$ cat src/rtl/square_share_arbiter_pkg.sv
// Shared constants, state type and squaring reference
// for the square-sharing arbiter.
package sq_pkg;

  localparam int SQ_W     = 3;
  localparam int SQ_RES_W = 2 * SQ_W;

  typedef enum logic {
    EMPTY = 1'b0,
    FULL  = 1'b1
  } sq_state_t;

  function automatic logic [SQ_RES_W-1:0] sq_ref(
    input logic [SQ_W-1:0] x
  );
    logic [SQ_RES_W-1:0] xe;
    xe = SQ_RES_W'(x);
    return xe * xe;
  endfunction

endpackage

$ cat src/rtl/square_share_arbiter_if.sv
// Request/response bundle between requester front-ends,
// the square arbiter and the downstream consumer.
interface square_share_arbiter_if #(
  parameter int NREQ = 4,
  parameter int W    = 3,
  parameter int IDW  = 2
);

  logic [NREQ-1:0]   req_valid;
  logic [NREQ*W-1:0] req_data;
  logic [NREQ-1:0]   req_ready;
  logic              rsp_valid;
  logic [2*W-1:0]    rsp_data;
  logic [IDW-1:0]    rsp_id;
  logic              rsp_ready;
  logic              busy;

  modport master (
    output req_valid,
    output req_data,
    output rsp_ready,
    input  req_ready,
    input  rsp_valid,
    input  rsp_data,
    input  rsp_id,
    input  busy
  );

  modport slave (
    input  req_valid,
    input  req_data,
    input  rsp_ready,
    output req_ready,
    output rsp_valid,
    output rsp_data,
    output rsp_id,
    output busy
  );

endinterface

$ cat src/rtl/square_share_arbiter_square_unit.sv
// Combinational squarer: W-bit operand in,
// zero-extended 2*W-bit square out.
module square_unit #(
  parameter int W = 3
) (
  input  logic [W-1:0]   x_i,
  output logic [2*W-1:0] sq_o
);

  localparam int RW = 2 * W;

  logic [RW-1:0] xe;

  assign xe   = RW'(x_i);
  assign sq_o = xe * xe;

endmodule

$ cat src/rtl/square_share_arbiter.sv
// Round-robin arbiter sharing one squarer among NREQ
// requesters, with a single registered response slot.
module square_share_arbiter
  import sq_pkg::*;
#(
  parameter int NREQ = 4,
  parameter int W    = SQ_W,
  parameter int IDW  = $clog2(NREQ)
) (
  input logic                   clk,
  input logic                   rst,
  square_share_arbiter_if.slave bus
);

  sq_state_t state_q, state_d;

  logic [IDW-1:0] rr_ptr_q, rr_ptr_d;
  logic [IDW-1:0] rsp_id_q, rsp_id_d;
  logic [2*W-1:0] rsp_data_q, rsp_data_d;

  logic [IDW-1:0]  grant_idx;
  logic [IDW-1:0]  grant_nxt;
  logic            grant_found;
  logic            rsp_valid;
  logic            can_accept;
  logic            accept;
  logic            drain;
  logic [W-1:0]    operand;
  logic [2*W-1:0]  square;
  logic [NREQ-1:0] req_ready;
  logic            busy;

  function automatic logic [IDW-1:0] wrap_add(
    input logic [IDW-1:0] p,
    input int             k
  );
    int s;
    s = int'(p) + k;
    if (s >= NREQ) s = s - NREQ;
    return IDW'(s);
  endfunction

  // Search starts at rr_ptr and wraps once around.
  always_comb begin
    grant_found = 1'b0;
    grant_idx   = '0;
    for (int k = 0; k < NREQ; k++) begin
      if (!grant_found &&
          bus.req_valid[wrap_add(rr_ptr_q, k)]) begin
        grant_found = 1'b1;
        grant_idx   = wrap_add(rr_ptr_q, k);
      end
    end
  end

  assign grant_nxt = (grant_idx == IDW'(NREQ - 1))
                   ? '0 : grant_idx + 1'b1;

  assign operand = bus.req_data[int'(grant_idx)*W +: W];

  square_unit #(
    .W (W)
  ) u_sq (
    .x_i  (operand),
    .sq_o (square)
  );

  assign rsp_valid  = (state_q == FULL);
  assign drain      = rsp_valid & bus.rsp_ready;
  assign can_accept = (state_q == EMPTY) | drain;
  // No grant may be issued while reset is held.
  assign accept     = grant_found & can_accept & ~rst;

  always_ff @(posedge clk or posedge rst) begin
    if (rst) begin
      state_q <= EMPTY;
    end else begin
      state_q <= state_d;
    end
  end

  always_comb begin
    state_d = state_q;
    unique case (state_q)
      EMPTY: begin
        if (accept) state_d = FULL;
      end
      FULL: begin
        if (drain && !accept) state_d = EMPTY;
      end
      default: state_d = EMPTY;
    endcase
  end

  always_comb begin
    req_ready = '0;
    if (accept) req_ready[grant_idx] = 1'b1;
    busy = rsp_valid | (|bus.req_valid);
  end

  always_comb begin
    rsp_data_d = rsp_data_q;
    rsp_id_d   = rsp_id_q;
    rr_ptr_d   = rr_ptr_q;
    if (accept) begin
      rsp_data_d = square;
      rsp_id_d   = grant_idx;
      rr_ptr_d   = grant_nxt;
    end
  end

  always_ff @(posedge clk or posedge rst) begin
    if (rst) begin
      rsp_data_q <= '0;
      rsp_id_q   <= '0;
      rr_ptr_q   <= '0;
    end else begin
      rsp_data_q <= rsp_data_d;
      rsp_id_q   <= rsp_id_d;
      rr_ptr_q   <= rr_ptr_d;
    end
  end

  assign bus.req_ready = req_ready;
  assign bus.rsp_valid = rsp_valid;
  assign bus.rsp_data  = rsp_data_q;
  assign bus.rsp_id    = rsp_id_q;
  assign bus.busy      = busy;

`ifndef SYNTHESIS
  a_grant_onehot: assert property (
    @(posedge clk) disable iff (rst)
    $onehot0(bus.req_ready)
  );

  a_rsp_hold: assert property (
    @(posedge clk) disable iff (rst)
    bus.rsp_valid && !bus.rsp_ready |=>
      bus.rsp_valid && $stable(bus.rsp_data)
      && $stable(bus.rsp_id)
  );
`endif

endmodule

$ cat src/flat_wrapper.sv
// flat-port wrapper written by rule: the top's interface ports become plain ports
module square_share_arbiter_flat import sq_pkg::*;
#(
  parameter int NREQ = 4,
  parameter int W    = SQ_W,
  parameter int IDW  = $clog2(NREQ)
)
  (clk, rst, bus_req_valid, bus_req_data, bus_rsp_ready, bus_req_ready, bus_rsp_valid, bus_rsp_data, bus_rsp_id, bus_busy);
  square_share_arbiter_if #(.NREQ(NREQ), .W(W), .IDW(IDW)) bus_i ();
  input logic clk;
  input logic rst;
  input wire logic [$bits(bus_i.req_valid)-1:0] bus_req_valid;
  input wire logic [$bits(bus_i.req_data)-1:0] bus_req_data;
  input wire logic [$bits(bus_i.rsp_ready)-1:0] bus_rsp_ready;
  output wire logic [$bits(bus_i.req_ready)-1:0] bus_req_ready;
  output wire logic [$bits(bus_i.rsp_valid)-1:0] bus_rsp_valid;
  output wire logic [$bits(bus_i.rsp_data)-1:0] bus_rsp_data;
  output wire logic [$bits(bus_i.rsp_id)-1:0] bus_rsp_id;
  output wire logic [$bits(bus_i.busy)-1:0] bus_busy;
  assign bus_i.req_valid = bus_req_valid;
  assign bus_i.req_data = bus_req_data;
  assign bus_i.rsp_ready = bus_rsp_ready;
  assign bus_req_ready = bus_i.req_ready;
  assign bus_rsp_valid = bus_i.rsp_valid;
  assign bus_rsp_data = bus_i.rsp_data;
  assign bus_rsp_id = bus_i.rsp_id;
  assign bus_busy = bus_i.busy;
  square_share_arbiter #(.NREQ(NREQ), .W(W), .IDW(IDW)) u_core (.clk(clk), .rst(rst), .bus(bus_i));
endmodule
$ cat config.mk
export PLATFORM = sky130hd
export DESIGN_NAME = square_share_arbiter_flat
export DESIGN_NICKNAME = d
export VERILOG_FILES = /design/src/rtl/square_share_arbiter_pkg.sv /design/src/rtl/square_share_arbiter_if.sv /design/src/rtl/square_share_arbiter_square_unit.sv /design/src/rtl/square_share_arbiter.sv /design/src/flat_wrapper.sv
export SDC_FILE = /design/constraint.sdc
export NUM_CORES = 1
export LEC_CHECK = 0
export CAP_MARGIN = 5
export CELL_PAD_IN_SITES_DETAIL_PLACEMENT = 1
export CELL_PAD_IN_SITES_GLOBAL_PLACEMENT = 2
export CORE_MARGIN = 2
export CORE_UTILIZATION = 23
export DETAILED_ROUTE_END_ITERATION = 8
export GPL_TIMING_DRIVEN = 0
export PLACE_DENSITY = 0.75
export SYNTH_ARGS = -nofsm -noshare
export SYNTH_HDL_FRONTEND = slang
export SYNTH_SLANG_ARGS = --single-unit
$ cat constraint.sdc
create_clock -name clk -period 3.4 [get_ports clk]
set_input_delay 0.68 -clock clk [delete_from_list [all_inputs] [get_ports clk]]
set_output_delay 0.68 -clock clk [all_outputs]
set_load 0.005 [all_outputs]
==> impl_metrics.tcl, run 1 <==
set metrics [dict create \
    status "finished, final reports clean" \
    core_region_area_um2 3053 \
    firstDrtPassIters 4 \
    hpwlAfterDp_um 1604 \
    period_minus_slack_ns 3.274 \
    synth_compound_gate_area_share 0.1650 \
    cts.clk_slew.worst_paths_ns 0.07 \
    cts_buffer_depth 2 \
    initial_core_util 0.2434 \
    maxSlewViolCount 0 \
    postRouteAntennaNets 0 \
    synthFlopType "dfrtp_1" \
    io_buffers 31 \
    die_area_um2 3702 \
    synthSimpleGateAreaFrac 0.1886 \
    critPathKind "input pin to primary output" \
    max_cap_viol_count 0 \
    antenna_found_initial 0 \
    antennaDiodeCount 0 \
    num_io_pins 33 \
    avgViaCountPerCell 4.350 \
    required_ns 2.72 \
    max_clock_freq_ghz 0.3055 \
    reg2reg_slack_ns 0.72 \
    syn_avg_cell_area_um2 9.064 \
    yosys-top-cells-count "nand2_1 (13), dfrtp_1 (10), mux2i_1 (8)" \
    leakage_nw 0.5380 \
    area_growth_pct 56.23 \
    post-route-util 0.3803 \
    yosysMostFrequentCell "nand2_1" \
    async_flop_share 1.000 \
    grt_pass1_wl_um 3222 \
    syn_area_um2 743.2 \
    hold_violations 0 \
    synth_top_cell_area_share 0.3367 \
    total_power_mw 0.6174 \
    drt_iter0_drc 7 \
    grt_use_total 0.1208 \
    yosysWarningCount 0 \
    hold_ws_ns 0.4767 \
    syn-num-nets 107 \
    ctsHtreeMaxLevel 1 \
    ys_ff_latch 10 \
    synth_edf_count 0 \
    synth_area_leaders "dfrtp_1 (34%), mux2i_1 (11%), ha_1 (10%)" \
    skew_ns 0.01219 \
    synth_top_family_by_area "simple AND/OR/NAND/NOR gates" \
    rows 20 \
    avgRoutedWirePerCell_um 12.14 \
    die_h_um 60.85 \
    ys_seq_area_frac 0.3367 \
    grt_max_degree 11 \
    drive_gt1_frac 0.1092 \
    worst_setup_path_end_kind "primary output" \
    drc 0 \
    cts.sinks 10 \
    cts_buffers 3 \
    cts_tree "yes" \
    synthAdderAreaFrac 0.1010 \
    routed_wl_um 1979 \
    dpl_cell_area_um2 1109 \
    die_w_um 60.85 \
    powerDensity_nw_per_um2 531.7 \
    synth_top_cell_by_area "dfrtp_1" \
    synth_cell_types 26 \
    holdBufCountCts 0 \
    synthCells 82 \
    cp_max_fo 4 \
    vias 709 \
    maxSlewHeadroom 0.6576 \
    finalWeightedCongestion 0.6886 \
    ctsRootBufferMaster "clkbuf_4" \
    insertion_delay_ns 0.29 \
    synth-xor-area-share 0 \
    finalSetupViolCount 0 \
    synthMuxAreaShare 0.1380 \
    worstPathArrival_ns 2.59 \
    hold_path_class "flip-flop to flip-flop" \
    post-route-period-util 0.9628 \
    irDropWorstVdd_mv 0.1156 \
    worst_slew_pin_slew_ns 0.5089 \
    startpoint_type "input pin" \
    grt_overflow 0 \
    grt_pass1_vias 732 \
    grt_setup_unrepaired "false" \
    final_area_um2 1161 \
    fin_nets 145 \
]
[cell families after synthesis]
| family | count (synthesis) |
|---|---|
| AND/OR/NAND/NOR | 30 |
| AO/OA/AOI/OAI | 15 |
| buffers and inverters | 10 |
| multiplexers | 10 |
| flip-flops | 10 |
| adder cells (fa/ha/maj) | 6 |
| other | 1 |
[report_power, final]
| part | internal [mW] | leakage (nW) | switching [mW] |
|---|---|---|---|
| Combinational | 0.180 | 0.396 | 0.130 |
| Clock | 0.0652 | 0.0210 | 0.0520 |
| Sequential | 0.158 | 0.121 | 0.0326 |
| Total | 0.403 | 0.538 | 0.214 |
[metal layers]
metal,wire [um],GRT usage
met1,864,0.1320
met5,0,0
met2,950,0.2151
met3,111,0.02772
met4,53,0.06522
[registers in the layout (all words and copies together), names as in the netlist]
register	cells
u_core.rr_ptr_q	2
u_core.bus.rsp_id	2
u_core.bus.rsp_valid	1
u_core.bus.rsp_data	5
[path summary, 6_finish.rpt]
| path | startpoint | to | depth (start not counted) |
|---|---|---|---|
| hold / removal | u_core.bus.rsp_data[3]$_DFFE_PP0P_ | u_core.bus.rsp_data[3]$_DFFE_PP0P_ | 2 |
| max in group asynchronous | rst | u_core.bus.rsp_id[0]$_DFFE_PP0P_ | 2 |
| min in group asynchronous | rst | u_core.bus.rsp_valid$_DFF_PP0_ | 2 |
| hold reg to reg | u_core.bus.rsp_data[3]$_DFFE_PP0P_ | u_core.bus.rsp_data[3]$_DFFE_PP0P_ | 2 |
| setup reg to reg | u_core.rr_ptr_q[1]$_DFFE_PP0P_ | u_core.bus.rsp_data[4]$_DFFE_PP0P_ | 11 |
| setup / recovery | bus_req_valid[2] | bus_req_ready[1] | 8 |
[placed cells by master (no fill, tap or decap), drive strengths merged]
cell type	Yosys	routed
nor2b	1	1
dlygate4sd2	0	1
mux2	2	2
inv	6	6
nor4	1	1
o21bai	1	1
ha	6	6
mux2i	8	8
nand2b	3	3
dlymetal6s2s	0	1
or3	1	1
o2bb2a	1	1
o21ai	6	6
a22o	1	1
clkdlybuf4s50	0	29
clkbuf	2	6
a311oi	1	1
dfrtp	10	10
and2	1	1
nor2	6	6
nand2	13	13
conb	1	1
a31oi	1	1
buf	2	4
a21oi	4	4
and3	4	4
[metrics by stage]
step	worst slack [ns]	cells	setup TNS, ns
after CTS	0.06815	163	0
after floorplan	0.8456	82	0
after global placement	-0.1905	157	-0.5702
final	0.1264	163	0
after detailed placement	-0.2669	157	-0.8567
after global routing	0.01593	163	0
[critical path, stage by stage]
cell and delay (ns):
clkdlybuf4s50_1 0.47, nand2b_1 0.11, a21oi_1 0.10, a311oi_4 0.30, buf_4 0.17, ha_1 0.13, and3_1 0.14, clkdlybuf4s50_1 0.49
[layout make-up]
type	instances	area [um2]
buffer	4	26.28
sequential	10	250.2
tap	44	55.05
multi-input combinational	62	444.2
fill	383	1892
clock buffer	4	36.28
inverter	6	22.52
timing repair buffer	33	326.6
[what timing repair did]
| item | 4_1_cts | 5_1_grt |
|---|---|---|
| endpoints found under the setup margin | 4 | 2 |
| pin swaps | 1 | 0 |
| endpoints found under the hold margin | 0 | 0 |
| gates cloned | 0 | 0 |
| gates resized for setup | 1 | 1 |
| setup buffers | 2 | 0 |
Note: power is estimated with default switching activity, not from simulation.
==> inputs of run 2 (changes only) <==
--- a/config.mk
+++ b/config.mk
@@ -13,6 +13,7 @@
 export DETAILED_ROUTE_END_ITERATION = 8
 export GPL_TIMING_DRIVEN = 0
 export PLACE_DENSITY = 0.75
+export SKIP_CTS_REPAIR_TIMING = 1
 export SYNTH_ARGS = -nofsm -noshare
 export SYNTH_HDL_FRONTEND = slang
 export SYNTH_SLANG_ARGS = --single-unit
==> impl_metrics.tcl, run 2 (synthesis results as in run 1) <==
set metrics [dict create \
    grt_max_degree 11 \
    area_growth_pct 56.73 \
    skew_ns 0.01231 \
    finalSetupViolCount 0 \
    ctsHtreeMaxLevel 1 \
    worst_setup_path_end_kind "primary output" \
    finalWeightedCongestion 0.6886 \
    core_region_area_um2 3053 \
    antenna_found_initial 0 \
    firstDrtPassIters 4 \
    fin_nets 145 \
    die_w_um 60.85 \
    grt_setup_unrepaired "false" \
    grt_pass1_wl_um 3187 \
    die_area_um2 3702 \
    post-route-period-util 0.9679 \
    worst_slew_pin_slew_ns 0.5185 \
    irDropWorstVdd_mv 0.1184 \
    post-place-ws_ns -0.2669 \
    hold_violations 0 \
    hold_path_class "flip-flop to flip-flop" \
    avgRoutedWirePerCell_um 12.25 \
    fillerInstances 383 \
    crit_chain "clkdlybuf4s50_1, nand2b_1, a21oi_1, a311oi_4, buf_4, ha_1, and3_1, clkdlybuf4s50_1" \
    cp_num_buf_inv 3 \
    startpoint_type "input pin" \
    fin_ws_ns 0.1090 \
    grt_overflow 0 \
    required_ns 2.72 \
    avgViaCountPerCell 4.362 \
    powerDensity_nw_per_um2 531.1 \
    maxSlewHeadroom 0.6511 \
    postRouteAntennaNets 0 \
    insertion_delay_ns 0.29 \
    largest_reg_flops 5 \
    cp_common_cell "clkdlybuf4s50_1" \
    routed_wl_um 1996 \
    maxSlewViolCount 0 \
    hpwlAfterDp_um 1604 \
    final_cell_mix "clkdlybuf4s50_1 (29), nand2_1 (13), dfrtp_1 (10)" \
    grt_pass1_vias 720 \
    cts_buffers 3 \
    drc 0 \
    multi_input_area_um2 444.2 \
    ctsRootBufferMaster "clkbuf_4" \
    final_common_cell "clkdlybuf4s50_1" \
    crit_family "buffers and inverters" \
    status "finished, final reports clean" \
    critPathKind "input pin to primary output" \
    area.sequential_um2 250.2 \
    antennaDiodeCount 0 \
    dp.cells 157 \
    num_io_pins 33 \
    initial_core_util 0.2434 \
    grt_use_total 0.1195 \
    max_clock_freq_ghz 0.3039 \
    max_cap_viol_count 0 \
    leakage_nw 0.5458 \
    io_buffers 31 \
    cp_max_fo 4 \
    cts.clk_slew.worst_paths_ns 0.07 \
    worstPathArrival_ns 2.61 \
    drive_gt1_frac 0.1092 \
    max_stage_delay_ns 0.50 \
    period_minus_slack_ns 3.291 \
    crit_path_top_delay_cell "clkdlybuf4s50_1" \
    vias 711 \
    die_h_um 60.85 \
    cts_buffer_depth 2 \
    fin_cells 163 \
    cts_tree "yes" \
    hold_ws_ns 0.4767 \
    drt_iter0_drc 7 \
    rows 20 \
    cts.sinks 10 \
]
-- run 2: cell count changes in the layout (fill, tap and decap cells not counted), sizes merged --
cell	before	now
dlygate4sd2	1	0
dlymetal6s2s	1	2
-- run 2: layout make-up --
cell class,count,share of cell area
multi-input combinational,62,0.3813
timing repair buffer,33,0.2836
sequential,10,0.2148
tap,44,0.04726
clock buffer,4,0.03115
buffer,4,0.02256
inverter,6,0.01933
-- run 2: layer usage --
layer,part of all wire,track usage,vias to the layer above
li1,-,-,352
met1,0.44,0.1307,332
met5,0,0,-
met4,0.014,0.06522,0
met2,0.50,0.2120,24
met3,0.049,0.02772,3
-- run 2: worst paths after layout --
kind / start / endpoint / slack [ns] / depth (start not counted)
worst max-delay path: bus_req_valid[2] / bus_req_ready[3] / 0.11 / 8
worst min-delay path: u_core.bus.rsp_data[3]$_DFFE_PP0P_ / u_core.bus.rsp_data[3]$_DFFE_PP0P_ / 0.48 / 2
worst max register to register: u_core.rr_ptr_q[1]$_DFFE_PP0P_ / u_core.bus.rsp_data[4]$_DFFE_PP0P_ / 0.70 / 11
worst min register to register: u_core.bus.rsp_data[3]$_DFFE_PP0P_ / u_core.bus.rsp_data[3]$_DFFE_PP0P_ / 0.48 / 2
max in group asynchronous: rst / u_core.bus.rsp_id[0]$_DFFE_PP0P_ / 2.35 / 2
min in group asynchronous: rst / u_core.bus.rsp_valid$_DFF_PP0_ / 0.74 / 2
-- run 2: power breakdown --
group,switching (mW),internal [mW]
clock network,0.0525,0.0652
logic,0.130,0.180
registers,0.0325,0.158
-- run 2: worst min-delay path: cells and delay by family (launching register included) --
kind | cells | cell delay (ns)
and+or+nand+nor | 2 | 0.10
DFF | 1 | 0.34
-- run 2: metrics by stage --
step	TNS, ns	instance area [um2]	utilization	power [mW]
after floorplan	0	743.2	-	0.3584
after global placement	-0.5702	1109	0.3631	0.4887
after detailed placement	-0.8567	1109	0.3631	0.4992
after CTS	-0.7963	1145	0.3750	0.6157
after global routing	0	1165	0.3816	0.6694
final	0	1165	0.3816	0.6186
